### src/rtl/bias_seq_pkg.sv
// Shared types and constants for the opamp bias enable sequencer.
package bias_seq_pkg;

    typedef enum logic [1:0] {
        IDLE  = 2'b00,
        BREAK = 2'b01,
        MAKE  = 2'b10
    } state_t;

    localparam logic [1:0] MODE_OFF = 2'b00;
    localparam logic [1:0] MODE_L   = 2'b01;
    localparam logic [1:0] MODE_H   = 2'b10;
    localparam logic [1:0] MODE_LH  = 2'b11;

    function automatic logic [7:0] sat_inc8(input logic [7:0] v);
        if (v == 8'hFF) begin
            return 8'hFF;
        end else begin
            return v + 8'd1;
        end
    endfunction

endpackage

### src/rtl/bias_seq_timer.sv
// Loadable down-counter for the discharge and settle windows; done while the count is zero.
module bias_seq_timer #(
    parameter int CNT_W = 9
) (
    input  logic             clk,
    input  logic             rst,
    input  logic             clear,
    input  logic             load,
    input  logic [CNT_W-1:0] load_val,
    output logic             done
);

    logic [CNT_W-1:0] count_r;

    // Count register: clear wins over load, and the count parks at zero.
    always_ff @(posedge clk) begin
        if (rst) begin
            count_r <= '0;
        end else if (clear) begin
            count_r <= '0;
        end else if (load) begin
            count_r <= load_val;
        end else if (count_r != '0) begin
            count_r <= count_r - CNT_W'(1);
        end else begin
            count_r <= count_r;
        end
    end

    assign done = (count_r == '0);

endmodule

### src/rtl/bias_seq_ctrl.sv
// Break-before-make sequencer driving EN_RESL/EN_RESH of the root-current generator,
// with timed discharge and settle windows and a bias-valid report.
module bias_seq_ctrl
    import bias_seq_pkg::*;
#(
    parameter int OFF_CYCLES    = 16,
    parameter int SETTLE_CYCLES = 256,
    parameter int CNT_W = $clog2((OFF_CYCLES > SETTLE_CYCLES) ? OFF_CYCLES : SETTLE_CYCLES) + 1
) (
    input  logic       clk,
    input  logic       rst,
    input  logic       ena,
    input  logic       req_valid,
    input  logic [1:0] req_mode,
    output logic       req_ready,
    output logic       en_resl,
    output logic       en_resh,
    output logic       bias_ok,
    output logic [1:0] cur_mode,
    output logic [1:0] state,
    output logic [7:0] xfer_cnt
);

    localparam logic [CNT_W-1:0] OFF_LOAD    = CNT_W'(OFF_CYCLES - 1);
    localparam logic [CNT_W-1:0] SETTLE_LOAD = CNT_W'(SETTLE_CYCLES - 1);

    state_t           state_r;
    logic [1:0]       cur_mode_r;
    logic [1:0]       target_r;
    logic [1:0]       en_r;
    logic             bias_ok_r;
    logic [7:0]       xfer_cnt_r;
    logic             accept_s;
    logic             change_s;
    logic             tmr_clear_s;
    logic             tmr_load_s;
    logic             tmr_done_s;
    logic [CNT_W-1:0] tmr_val_s;

    assign req_ready   = ena && (state_r == IDLE);
    assign accept_s    = req_valid && req_ready;
    assign change_s    = accept_s && (req_mode != cur_mode_r);
    assign tmr_clear_s = ~ena;

    // Timer load select: discharge window unless starting from off, settle window after BREAK.
    always_comb begin
        tmr_load_s = 1'b0;
        tmr_val_s  = '0;
        case (state_r)
            IDLE: begin
                if (change_s) begin
                    tmr_load_s = 1'b1;
                    tmr_val_s  = (cur_mode_r == MODE_OFF) ? SETTLE_LOAD : OFF_LOAD;
                end else begin
                    tmr_load_s = 1'b0;
                end
            end
            BREAK: begin
                if (tmr_done_s && (target_r != MODE_OFF)) begin
                    tmr_load_s = 1'b1;
                    tmr_val_s  = SETTLE_LOAD;
                end else begin
                    tmr_load_s = 1'b0;
                end
            end
            default: begin
                tmr_load_s = 1'b0;
            end
        endcase
    end

    bias_seq_timer #(
        .CNT_W(CNT_W)
    ) u_timer (
        .clk      (clk),
        .rst      (rst),
        .clear    (tmr_clear_s),
        .load     (tmr_load_s),
        .load_val (tmr_val_s),
        .done     (tmr_done_s)
    );

    // Sequencer state and registered outputs; ena low overrides expiry and acceptance.
    always_ff @(posedge clk) begin
        if (rst) begin
            state_r    <= IDLE;
            cur_mode_r <= MODE_OFF;
            target_r   <= MODE_OFF;
            en_r       <= MODE_OFF;
            bias_ok_r  <= 1'b0;
            xfer_cnt_r <= 8'd0;
        end else if (!ena) begin
            state_r    <= IDLE;
            cur_mode_r <= MODE_OFF;
            target_r   <= MODE_OFF;
            en_r       <= MODE_OFF;
            bias_ok_r  <= 1'b0;
        end else begin
            case (state_r)
                IDLE: begin
                    if (change_s) begin
                        target_r  <= req_mode;
                        bias_ok_r <= 1'b0;
                        // Enables are already low when off, so the discharge window is skipped.
                        if (cur_mode_r == MODE_OFF) begin
                            state_r <= MAKE;
                            en_r    <= req_mode;
                        end else begin
                            state_r <= BREAK;
                            en_r    <= MODE_OFF;
                        end
                    end
                end
                BREAK: begin
                    if (tmr_done_s) begin
                        if (target_r == MODE_OFF) begin
                            state_r    <= IDLE;
                            cur_mode_r <= MODE_OFF;
                            xfer_cnt_r <= sat_inc8(xfer_cnt_r);
                        end else begin
                            state_r <= MAKE;
                            en_r    <= target_r;
                        end
                    end
                end
                MAKE: begin
                    if (tmr_done_s) begin
                        state_r    <= IDLE;
                        cur_mode_r <= target_r;
                        bias_ok_r  <= (target_r != MODE_OFF);
                        xfer_cnt_r <= sat_inc8(xfer_cnt_r);
                    end
                end
                default: begin
                    state_r    <= IDLE;
                    cur_mode_r <= MODE_OFF;
                    en_r       <= MODE_OFF;
                    bias_ok_r  <= 1'b0;
                end
            endcase
        end
    end

    assign en_resl  = en_r[0];
    assign en_resh  = en_r[1];
    assign bias_ok  = bias_ok_r;
    assign cur_mode = cur_mode_r;
    assign state    = state_r;
    assign xfer_cnt = xfer_cnt_r;

endmodule

### config.mk
export PLATFORM = sky130hd
export DESIGN_NAME = bias_seq_ctrl
export DESIGN_NICKNAME = d
export VERILOG_FILES = /design/src/rtl/bias_seq_pkg.sv /design/src/rtl/bias_seq_timer.sv /design/src/rtl/bias_seq_ctrl.sv
export SDC_FILE = /design/constraint.sdc
export NUM_CORES = 1
export LEC_CHECK = 0
export CORE_AREA = 2 2 75 77
export CTS_CLUSTER_DIAMETER = 150
export DETAILED_ROUTE_END_ITERATION = 10
export DIE_AREA = 0 0 77 79
export SETUP_SLACK_MARGIN = 0.05
export SYNTH_ARGS = -nofsm -noshare
export SYNTH_HDL_FRONTEND = slang
export SYNTH_HIERARCHICAL = 1
export SYNTH_SLANG_ARGS = --single-unit
### constraint.sdc
create_clock -name clk -period 6.1 [get_ports clk]
set_clock_uncertainty 0.15 [all_clocks]
set_input_delay 0.61 -clock clk [delete_from_list [all_inputs] [get_ports clk]]
set_output_delay 0.61 -clock clk [all_outputs]
set_load 0.01 [all_outputs]
==> impl_metrics.env, run 1 <==
export IMPL_status="complete, no violations"
export IMPL_fin_hold_ws_ns=0.3206
export IMPL_cp_required_ns=5.34
export IMPL_setup_viol=0
export IMPL_crit_path_max_incr_delay_ns=0.58
export IMPL_ioPinCount=22
export IMPL_max_freq_mhz=357.9
export IMPL_post_drt_wl_per_cell_um=12.18
export IMPL_worstHoldStart="en_r[0]"
export IMPL_antenna_found_initial=0
export IMPL_place_hpwl_um=2376
export IMPL_drc_errors=0
export IMPL_path_cells="clkdlybuf4s50_1, nor3b_4, clkdlybuf4s50_1"
export IMPL_critical_path_class="in -> out"
export IMPL_cts_num_sinks=26
export IMPL_ir_worst_vdd_uv=89.48
export IMPL_die_x_um=77
export IMPL_die_area_um2=6083
export IMPL_syn_inst=173
export IMPL_power_leakage_nw=0.6632
export IMPL_drt_initial_drc_count=35
export IMPL_overflow=0
export IMPL_synthesis_area_um2=1536
export IMPL_clkLatencyLatePin_ns=0.27
export IMPL_synth_seq_cells=26
export IMPL_maxSlewHeadroom_pct=60.12
export IMPL_fill_cells=583
export IMPL_cts_tree="yes"
export IMPL_pwr_density_cell_nw_per_um2=310.3
export IMPL_r2r_start="u_timer/count_r[0]"
export IMPL_ant_nets=0
export IMPL_diodes=0
export IMPL_cp_startpoint="ena"
export IMPL_cts_root_buf="clkbuf_8"
export IMPL_firstDrtPassIters=4
export IMPL_grt_start_max_net_pins=18
export IMPL_clk_pin_slew_worst_paths_ns=0.10
export IMPL_track_usage_pct=10.93
export IMPL_async_flop_share_pct=0
export IMPL_numCtsBuffers=3
export IMPL_cp_end_kind="output port"
export IMPL_slew_violations=0
export IMPL_maxCapViolations=0
export IMPL_ys_warnings_count=6
export IMPL_worst_pin_slew_ns=0.5974
export IMPL_synth_edf_count=0
export IMPL_design_core_area_um2=5338
export IMPL_post_route_period_util_pct=45.80
export IMPL_via_per_inst=4.785
export IMPL_synthTopCellsByArea="dfxtp_1 (34%), a21oi_1 (3.9%), mux2i_1 (3.9%), nor2_1 (3.9%), nand3_1 (3.3%)"
export IMPL_startpoint_type="input port"
export IMPL_synth_flop_cell="dfxtp_1"
export IMPL_cpMostUsedCell="clkdlybuf4s50_1"
export IMPL_cp_max_fo=4
export IMPL_grt_first_pass_wirelength_um=5451
export IMPL_post_route_util_pct=34.97
export IMPL_ctsHtreeMaxLevel=1
export IMPL_grt_pass1_vias=1173
export IMPL_die_h_um=79
export IMPL_finalCriticalPeriod_ns=2.794
export IMPL_slowest_stage="clkdlybuf4s50_1"
export IMPL_yosysTopAreaCell="dfxtp_1"
export IMPL_drive_above_1_share_pct=10.88
export IMPL_port_buffers=21
export IMPL_arrival_ns=2.03
export IMPL_avgSynthCellArea_um2=8.881
export IMPL_area_delta_synth_final_pct=21.50
export IMPL_power_total_uw=579.3
export IMPL_hold_viol_final=0
export IMPL_cts_resized=0
export IMPL_cts_setup_buffers=0
export IMPL_ys_seq_area_share_pct=33.88
export IMPL_vias=1268
export IMPL_final_nets=202
export IMPL_rows=27
export IMPL_start_util_pct=28.79
export IMPL_setup_tns_final_ns=0
export IMPL_ys_types=56
export IMPL_cts_hold_buf=0
export IMPL_totalWireLength_um=3229
export IMPL_gp_congestion=0.7857
export IMPL_hp_class="reg -> reg"
export IMPL_clockBufferDepth=2
export IMPL_synth_top_area_share_pct=33.88
export IMPL_syn_nets=181
export IMPL_rsz0062_at_grt="false"
==> through the flow <==
step | setup WS [ns] | std cells | area (um^2)
4_1_cts | 3.295 | 265 | 1867
5_1_grt | 3.084 | 265 | 1867
3_3_place_gp | 3.298 | 261 | 1812
2_1_floorplan | 3.340 | 173 | 1536
6_report | 3.306 | 265 | 1867
3_5_place_dp | 3.300 | 261 | 1812
==> registers in the layout, indices dropped and copies added, names as in the netlist <==
name             count
en_r                 2
xfer_cnt             8
cur_mode             2
target_r             2
u_timer/count_r      9
state                2
bias_ok              1
==> cells in the final DEF (no fill, tap or decap), drive strengths merged, types with 3 or more instances in the layout <==
cell	synthesis	routed
xnor2	3	3
nand2	12	12
mux2i	6	6
clkdlybuf4s50	0	21
o31ai	4	4
inv	8	8
dfxtp	26	26
nor2	16	16
nor4b	4	4
nor3	8	8
o21ai	8	8
nand3	11	11
and4	3	3
a21oi	12	12
nor4	3	3
a211oi	3	3
and3	3	3
clkbuf	2	4
==> report_power, final <==
part           leakage [nW]  switching (mW)  internal [mW]  total [mW]
sequential            0.210          0.0222          0.185       0.208
clock                0.0288          0.0552         0.0577       0.113
combinational         0.424           0.137          0.122       0.259
total                 0.663           0.214          0.365       0.579
==> area by class of cell <==
type	instances	area (um^2)	share of cell area [%]
Multi-Input combinational cell	132	944.7	50.60
Sequential cell	26	520.5	27.88
Timing Repair Buffer	22	217.7	11.66
Tap cell	72	90.09	4.826
Clock buffer	4	55.05	2.949
Inverter	9	38.79	2.078
==> synthesized netlist by cell type (all sizes together) (4+ instances only) <==
cell type  instances
nand2             12
o21ai              8
nor3               8
nor2              16
buf                4
a21oi             12
nor4b              4
nand3             11
inv                8
o31ai              4
mux2i              6
dfxtp             26
==> critical path, delay by kind of cell <==
family                 cells  cell delay (ns)
buffers and inverters      2             1.14
and+or+nand+nor            1             0.28
==> kinds of logic (layout without fill, tap and decap cells) <==
logic type / count (synthesis) / after routing / synth area share, %
multiplexers: 7 / 7 / 4.886
AO/OA/AOI/OAI: 43 / 43 / 22.96
adder cells (fa/ha/maj): 2 / 2 / 1.628
XOR/XNOR: 5 / 5 / 2.851
AND/OR/NAND/NOR: 74 / 74 / 28.91
other: 1 / 1 / 0.2441
buffers and inverters: 15 / 35 / 4.642
flip-flops: 26 / 26 / 33.88
==> layer usage <==
| metal | up-vias | part of all wire (%) | GRT usage (%) |
|---|---|---|---|
| met1 | 578 | 53 | 14.15 |
| met4 | 0 | 1.2 | 3.750 |
| met3 | 4 | 2.3 | 2.273 |
| li1 | 675 | - | - |
| met2 | 11 | 44 | 18.16 |
| met5 | - | 0 | 0 |
==> worst paths after layout <==
kind | end | slack, ns | cells past startpoint
setup / recovery | req_ready | 3.31 | 3
hold / removal | en_r[0] | 0.32 | 2
setup reg to reg | u_timer/count_r[0] | 3.39 | 11
hold reg to reg | en_r[0] | 0.32 | 2
Power figures use the tool's default switching activity.
==> run 2, diff against run 1 <==
Clock period 6.1 ns to 2.7 ns, I/O delays scaled along.
==> run 2 against run 1 <==
  * Flip-flop and latch count stayed put
  * Sequential share of layout area is 0.31 points lower
  * Wire length is 2.1% higher
  * Cell area is 1.1% higher
  * Largest cell class unchanged
  * Clock power is 120% higher
  * Via count is 1.4% higher
==> impl_metrics.env, run 2 (synthesis gave the netlist of run 1 again) <==
export IMPL_r2r_start="u_timer/count_r[0]"
export IMPL_place_hpwl_um=2517
export IMPL_p_clk_share_pct=18.5
export IMPL_clk_pin_slew_worst_paths_ns=0.09
export IMPL_layout_commonest_cell="dfxtp_1"
export IMPL_swShare_pct=36.45
export IMPL_p_switching_uw=483.2
export IMPL_final_nets=204
export IMPL_cts_setup_buffers=0
export IMPL_worstHoldStart="en_r[0]"
export IMPL_seqPwrFrac_pct=35.6
export IMPL_fill_cells=571
export IMPL_reg2reg_slack_ns=0.26
export IMPL_post_route_period_util_pct=90.21
export IMPL_cts_tree="yes"
export IMPL_grt_pass1_vias=1259
export IMPL_start_util_pct=28.79
export IMPL_totalWireLength_um=3297
export IMPL_fin_ws_ns=0.2644
export IMPL_clkLatencyLatePin_ns=0.26
export IMPL_status="complete, no violations"
export IMPL_worst_pin_slew_ns=0.6013
export IMPL_crit_family="compound AO/OA/AOI/OAI gates"
export IMPL_crit_path_max_incr_delay_ns=0.35
export IMPL_antenna_found_initial=0
export IMPL_path_buf_inv=3
export IMPL_cp_end_kind="register"
export IMPL_die_x_um=77
export IMPL_die_area_um2=6083
export IMPL_gp_congestion=0.7436
export IMPL_cts_hold_buf=0
export IMPL_hp_class="reg -> reg"
export IMPL_rsz0062_at_grt="false"
export IMPL_area_delta_synth_final_pct=22.88
export IMPL_layout_common_cells="dfxtp_1 (26), clkdlybuf4s50_1 (21), nor2_1 (16), a21oi_1 (12), nand2_1 (11)"
export IMPL_place_ws_ns=0.2463
export IMPL_track_usage_pct=11.67
export IMPL_reg2reg_to="u_timer/count_r[0]"
export IMPL_ir_worst_vdd_uv=195.3
export IMPL_maxCapViolations=0
export IMPL_overflow=0
export IMPL_critical_path_class="reg -> reg"
export IMPL_cp_max_fo=17
export IMPL_rows=27
export IMPL_p_comb_share_pct=45.8
export IMPL_setup_viol=0
export IMPL_ant_nets=0
export IMPL_fin_area_um2=1888
export IMPL_slowest_stage="dfxtp_1"
export IMPL_setup_tns_final_ns=0
export IMPL_largest_reg_flops=9
export IMPL_grt_first_pass_wirelength_um=5823
export IMPL_via_per_inst=4.816
export IMPL_drc_errors=0
export IMPL_diodes=0
export IMPL_power_total_mw=1.326
export IMPL_pwr_density_cell_nw_per_um2=702.2
export IMPL_post_drt_wl_per_cell_um=12.35
export IMPL_power_leakage_nw=0.6739
export IMPL_die_h_um=79
export IMPL_hold_depth=2
export IMPL_place_area_um2=1827
export IMPL_startpoint_type="register"
export IMPL_min_delay_worst_endpoint="en_r[0]"
export IMPL_drt_initial_drc_count=25
export IMPL_arrival_ns=2.45
export IMPL_p_int_uw=842.5
export IMPL_vias=1286
export IMPL_cp_required_ns=2.71
export IMPL_maxSlewHeadroom_pct=59.86
export IMPL_design_core_area_um2=5338
export IMPL_largest_register="u_timer/count_r"
export IMPL_port_buffers=21
export IMPL_numCtsBuffers=3
export IMPL_max_freq_mhz=410.6
export IMPL_cts_root_buf="clkbuf_8"
export IMPL_cts_num_sinks=26
export IMPL_post_route_util_pct=35.37
export IMPL_drive_above_1_share_pct=12.31
export IMPL_grt_start_max_net_pins=18
export IMPL_path_cells="inv_1, ha_1, nor4b_4, nand3_4, clkinv_4, o21a_1, nand2_1, o21ai_1, buf_6, nor4_1, a311o_1"
export IMPL_hold_viol_final=0
export IMPL_finalCriticalPeriod_ns=2.436
export IMPL_slew_violations=0
export IMPL_ioPinCount=22
export IMPL_firstDrtPassIters=4
export IMPL_worst_r2r_cell_count=11
export IMPL_clockBufferDepth=2
export IMPL_ctsHtreeMaxLevel=1
## run 2: worst reg2reg max path: stages, from the launching register on
cell and delay (ns):
dfxtp_1 0.35, inv_1 0.09, ha_1 0.17, nor4b_4 0.31
nand3_4 0.16, clkinv_4 0.11, o21a_1 0.14, nand2_1 0.10
o21ai_1 0.20, buf_6 0.19, nor4_1 0.07, a311o_1 0.31
## run 2: metrics by stage
step                instances  hold WS (ns)
floorplan                 173        0.2639
global placement          263        0.3066
detailed placement        263        0.3048
CTS                       267        0.3175
global route              267        0.3374
finish                    267        0.3154
## run 2: how the worst max path moves through the flow
| stage | start | to | slack, ns | cells past startpoint |
|---|---|---|---|---|
| CTS | u_timer/count_r[0] | u_timer/count_r[0] | 0.23 | 11 |
| floorplan | u_timer/count_r[0] | u_timer/count_r[2] | 0.10 | 12 |
| detailed placement | u_timer/count_r[0] | u_timer/count_r[5] | 0.25 | 12 |
| global route | u_timer/count_r[0] | u_timer/count_r[0] | 0.05 | 11 |
| finish | u_timer/count_r[0] | u_timer/count_r[0] | 0.26 | 11 |
| global placement | u_timer/count_r[0] | u_timer/count_r[0] | 0.30 | 11 |
## run 2: per-layer routing
layer / wire length, um / vias up / global-route usage [%]
met5: 0 / - / 0
met3: 77 / 2 / 2.500
met4: 26 / 0 / 3.214
met2: 1565 / 11 / 19.39
met1: 1627 / 598 / 15.38
li1: - / 675 / -
## run 2: layout make-up
cell class | count | area, um^2 | share of cell area, %
well taps | 72 | 90.09 | 4.771
multi-input cells | 132 | 947.2 | 50.17
flip-flops and latches | 26 | 520.5 | 27.57
clock buffers | 4 | 55.05 | 2.916
inverters | 9 | 38.79 | 2.054
repair buffers | 24 | 236.5 | 12.52
## run 2: power by group through the flow
| stage | sequential [mW] | clock (mW) | combinational [mW] |
|---|---|---|---|
| after CTS | 0.473 | 0.256 | 0.603 |
| after floorplan | 0.469 | 0 | 0.490 |
| after global placement | 0.482 | 0 | 0.593 |
| after detailed placement | 0.482 | 0 | 0.599 |
| after global routing | 0.479 | 0.271 | 0.674 |
| final | 0.472 | 0.246 | 0.608 |
## run 2: what timing repair did
action | 4_1_cts | 5_1_grt
setup endpoints to repair | 0 | 7
hold endpoints to repair | 0 | 0
resized for setup | 0 | 2
==> run 3, diff against run 2 <==
Settings changed: SETUP_SLACK_MARGIN 0.05 to default.
==> run 3 against run 2 <==
  * Count of clock-buffer cells in the layout is the same
  * Largest power group unchanged
  * Critical path type unchanged
  * Critical path depth is the same
  * Wire length grew 0.15%
  * Via count shrank 0.16%
  * Clock power is essentially flat
  * Fmax shrank 0.99%
==> impl_metrics.env, run 3 (synthesis gave the netlist of run 1 again) <==
export IMPL_overflow=0
export IMPL_diodes=0
export IMPL_pwr_density_cell_nw_per_um2=699.8
export IMPL_die_x_um=77
export IMPL_clk_pin_slew_worst_paths_ns=0.09
export IMPL_largest_register="u_timer/count_r"
export IMPL_setup_viol=0
export IMPL_cp_end_kind="register"
export IMPL_cts_resized=0
export IMPL_vias=1284
export IMPL_cp_required_ns=2.71
export IMPL_post_route_period_util_pct=91.11
export IMPL_maxCapViolations=0
export IMPL_die_h_um=79
export IMPL_ant_nets=0
export IMPL_track_usage_pct=11.67
export IMPL_use_met1_pct=15.38
export IMPL_clkLatencyLatePin_ns=0.26
export IMPL_hold_viol_final=0
export IMPL_drt_initial_drc_count=24
export IMPL_grt_first_pass_wirelength_um=5823
export IMPL_antenna_found_initial=0
export IMPL_ir_worst_vdd_uv=194.9
export IMPL_grt_busiest_layer="met2"
export IMPL_via_per_inst=4.809
export IMPL_rows=27
export IMPL_cts_tree="yes"
export IMPL_grt_use_met2_pct=19.39
export IMPL_area_delta_synth_final_pct=22.64
export IMPL_rsz0062_at_grt="false"
export IMPL_startpoint_type="register"
export IMPL_totalWireLength_um=3302
export IMPL_status="complete, no violations"
export IMPL_post_drt_wl_per_cell_um=12.37
export IMPL_hp_class="reg -> reg"
export IMPL_slew_violations=0
export IMPL_layout_common_cells="dfxtp_1 (26), clkdlybuf4s50_1 (21), nor2_1 (16), a21oi_1 (12), nand2_1 (11)"
export IMPL_arrival_ns=2.47
export IMPL_max_freq_mhz=406.5
export IMPL_cts_root_buf="clkbuf_8"
export IMPL_maxSlewHeadroom_pct=59.86
export IMPL_drive_above_1_share_pct=12.31
export IMPL_ioPinCount=22
export IMPL_grt_start_max_net_pins=18
export IMPL_fin_hold_ws_ns=0.3154
export IMPL_cts_num_sinks=26
export IMPL_gp_congestion=0.7436
export IMPL_multi_input_area_um2=947.2
export IMPL_cp_max_fo=17
export IMPL_critical_path_class="reg -> reg"
export IMPL_met3_usage_pct=2.500
export IMPL_firstDrtPassIters=4
export IMPL_die_area_um2=6083
export IMPL_cts_setup_buffers=0
export IMPL_final_nets=204
export IMPL_port_buffers=21
export IMPL_finalCriticalPeriod_ns=2.460
export IMPL_cts_hold_buf=0
export IMPL_worst_pin_slew_ns=0.6013
export IMPL_place_hpwl_um=2517
export IMPL_setup_tns_final_ns=0
export IMPL_clockBufferDepth=2
export IMPL_design_core_area_um2=5338
export IMPL_ctsHtreeMaxLevel=1
export IMPL_largest_reg_flops=9
export IMPL_start_util_pct=28.79
export IMPL_fill_cells=572
export IMPL_grt_pass1_vias=1259
export IMPL_numCtsBuffers=3
export IMPL_layout_commonest_cell="dfxtp_1"
export IMPL_power_leakage_nw=0.6730
export IMPL_drc_errors=0
export IMPL_seqCellArea_um2=520.5
[run 3: power by group]
group / internal [mW] / total, mW / leakage [nW] / switching (mW)
registers: 0.419 / 0.472 / 0.210 / 0.0535
clock network: 0.130 / 0.245 / 0.0288 / 0.115
logic: 0.287 / 0.601 / 0.434 / 0.314
[run 3: worst max-delay path, stage by stage (launching register included)]
cell and delay (ns):
dfxtp_1 0.35, inv_1 0.09, ha_1 0.17, nor4b_4 0.31, nand3_4 0.17, clkinv_4 0.12, o21a_1 0.14, nand2_1 0.10
o21ai_1 0.17, buf_4 0.22, nor4_1 0.07, a311o_1 0.31
[run 3: area by class of cell]
class	instances	area share, %
inverter	9	2.058
sequential	26	27.62
clock buffer	4	2.922
timing repair buffer	24	12.35
tap	72	4.781
multi-input combinational	132	50.27
[run 3: final timing paths]
check                      from                 end  slack [ns]  cells after the start
min reg2reg             en_r[0]             en_r[0]        0.32                      2
max reg2reg  u_timer/count_r[0]  u_timer/count_r[0]        0.24                     11
max          u_timer/count_r[0]  u_timer/count_r[0]        0.24                     11
min                     en_r[0]             en_r[0]        0.32                      2
[run 3: metal layers]
metal,wire length (um),part of all wire (%),vias to the layer above
met4,26,0.79,0
li1,-,-,675
met2,1570,48,11
met1,1613,49,596
met5,0,0,-
met3,92,2.8,2
[run 3: through the flow]
stage               area (um^2)  setup slack (ns)  cells  util (%)  total power, mW
global placement           1827            0.2979    263     34.22            1.075
global route               1884          0.007833    267     35.30            1.416
finish                     1884            0.2401    267     35.30            1.319
floorplan                  1536            0.1023    173         -           0.9595
CTS                        1882            0.2331    267     35.26            1.332
detailed placement         1827            0.2463    263     34.22            1.081
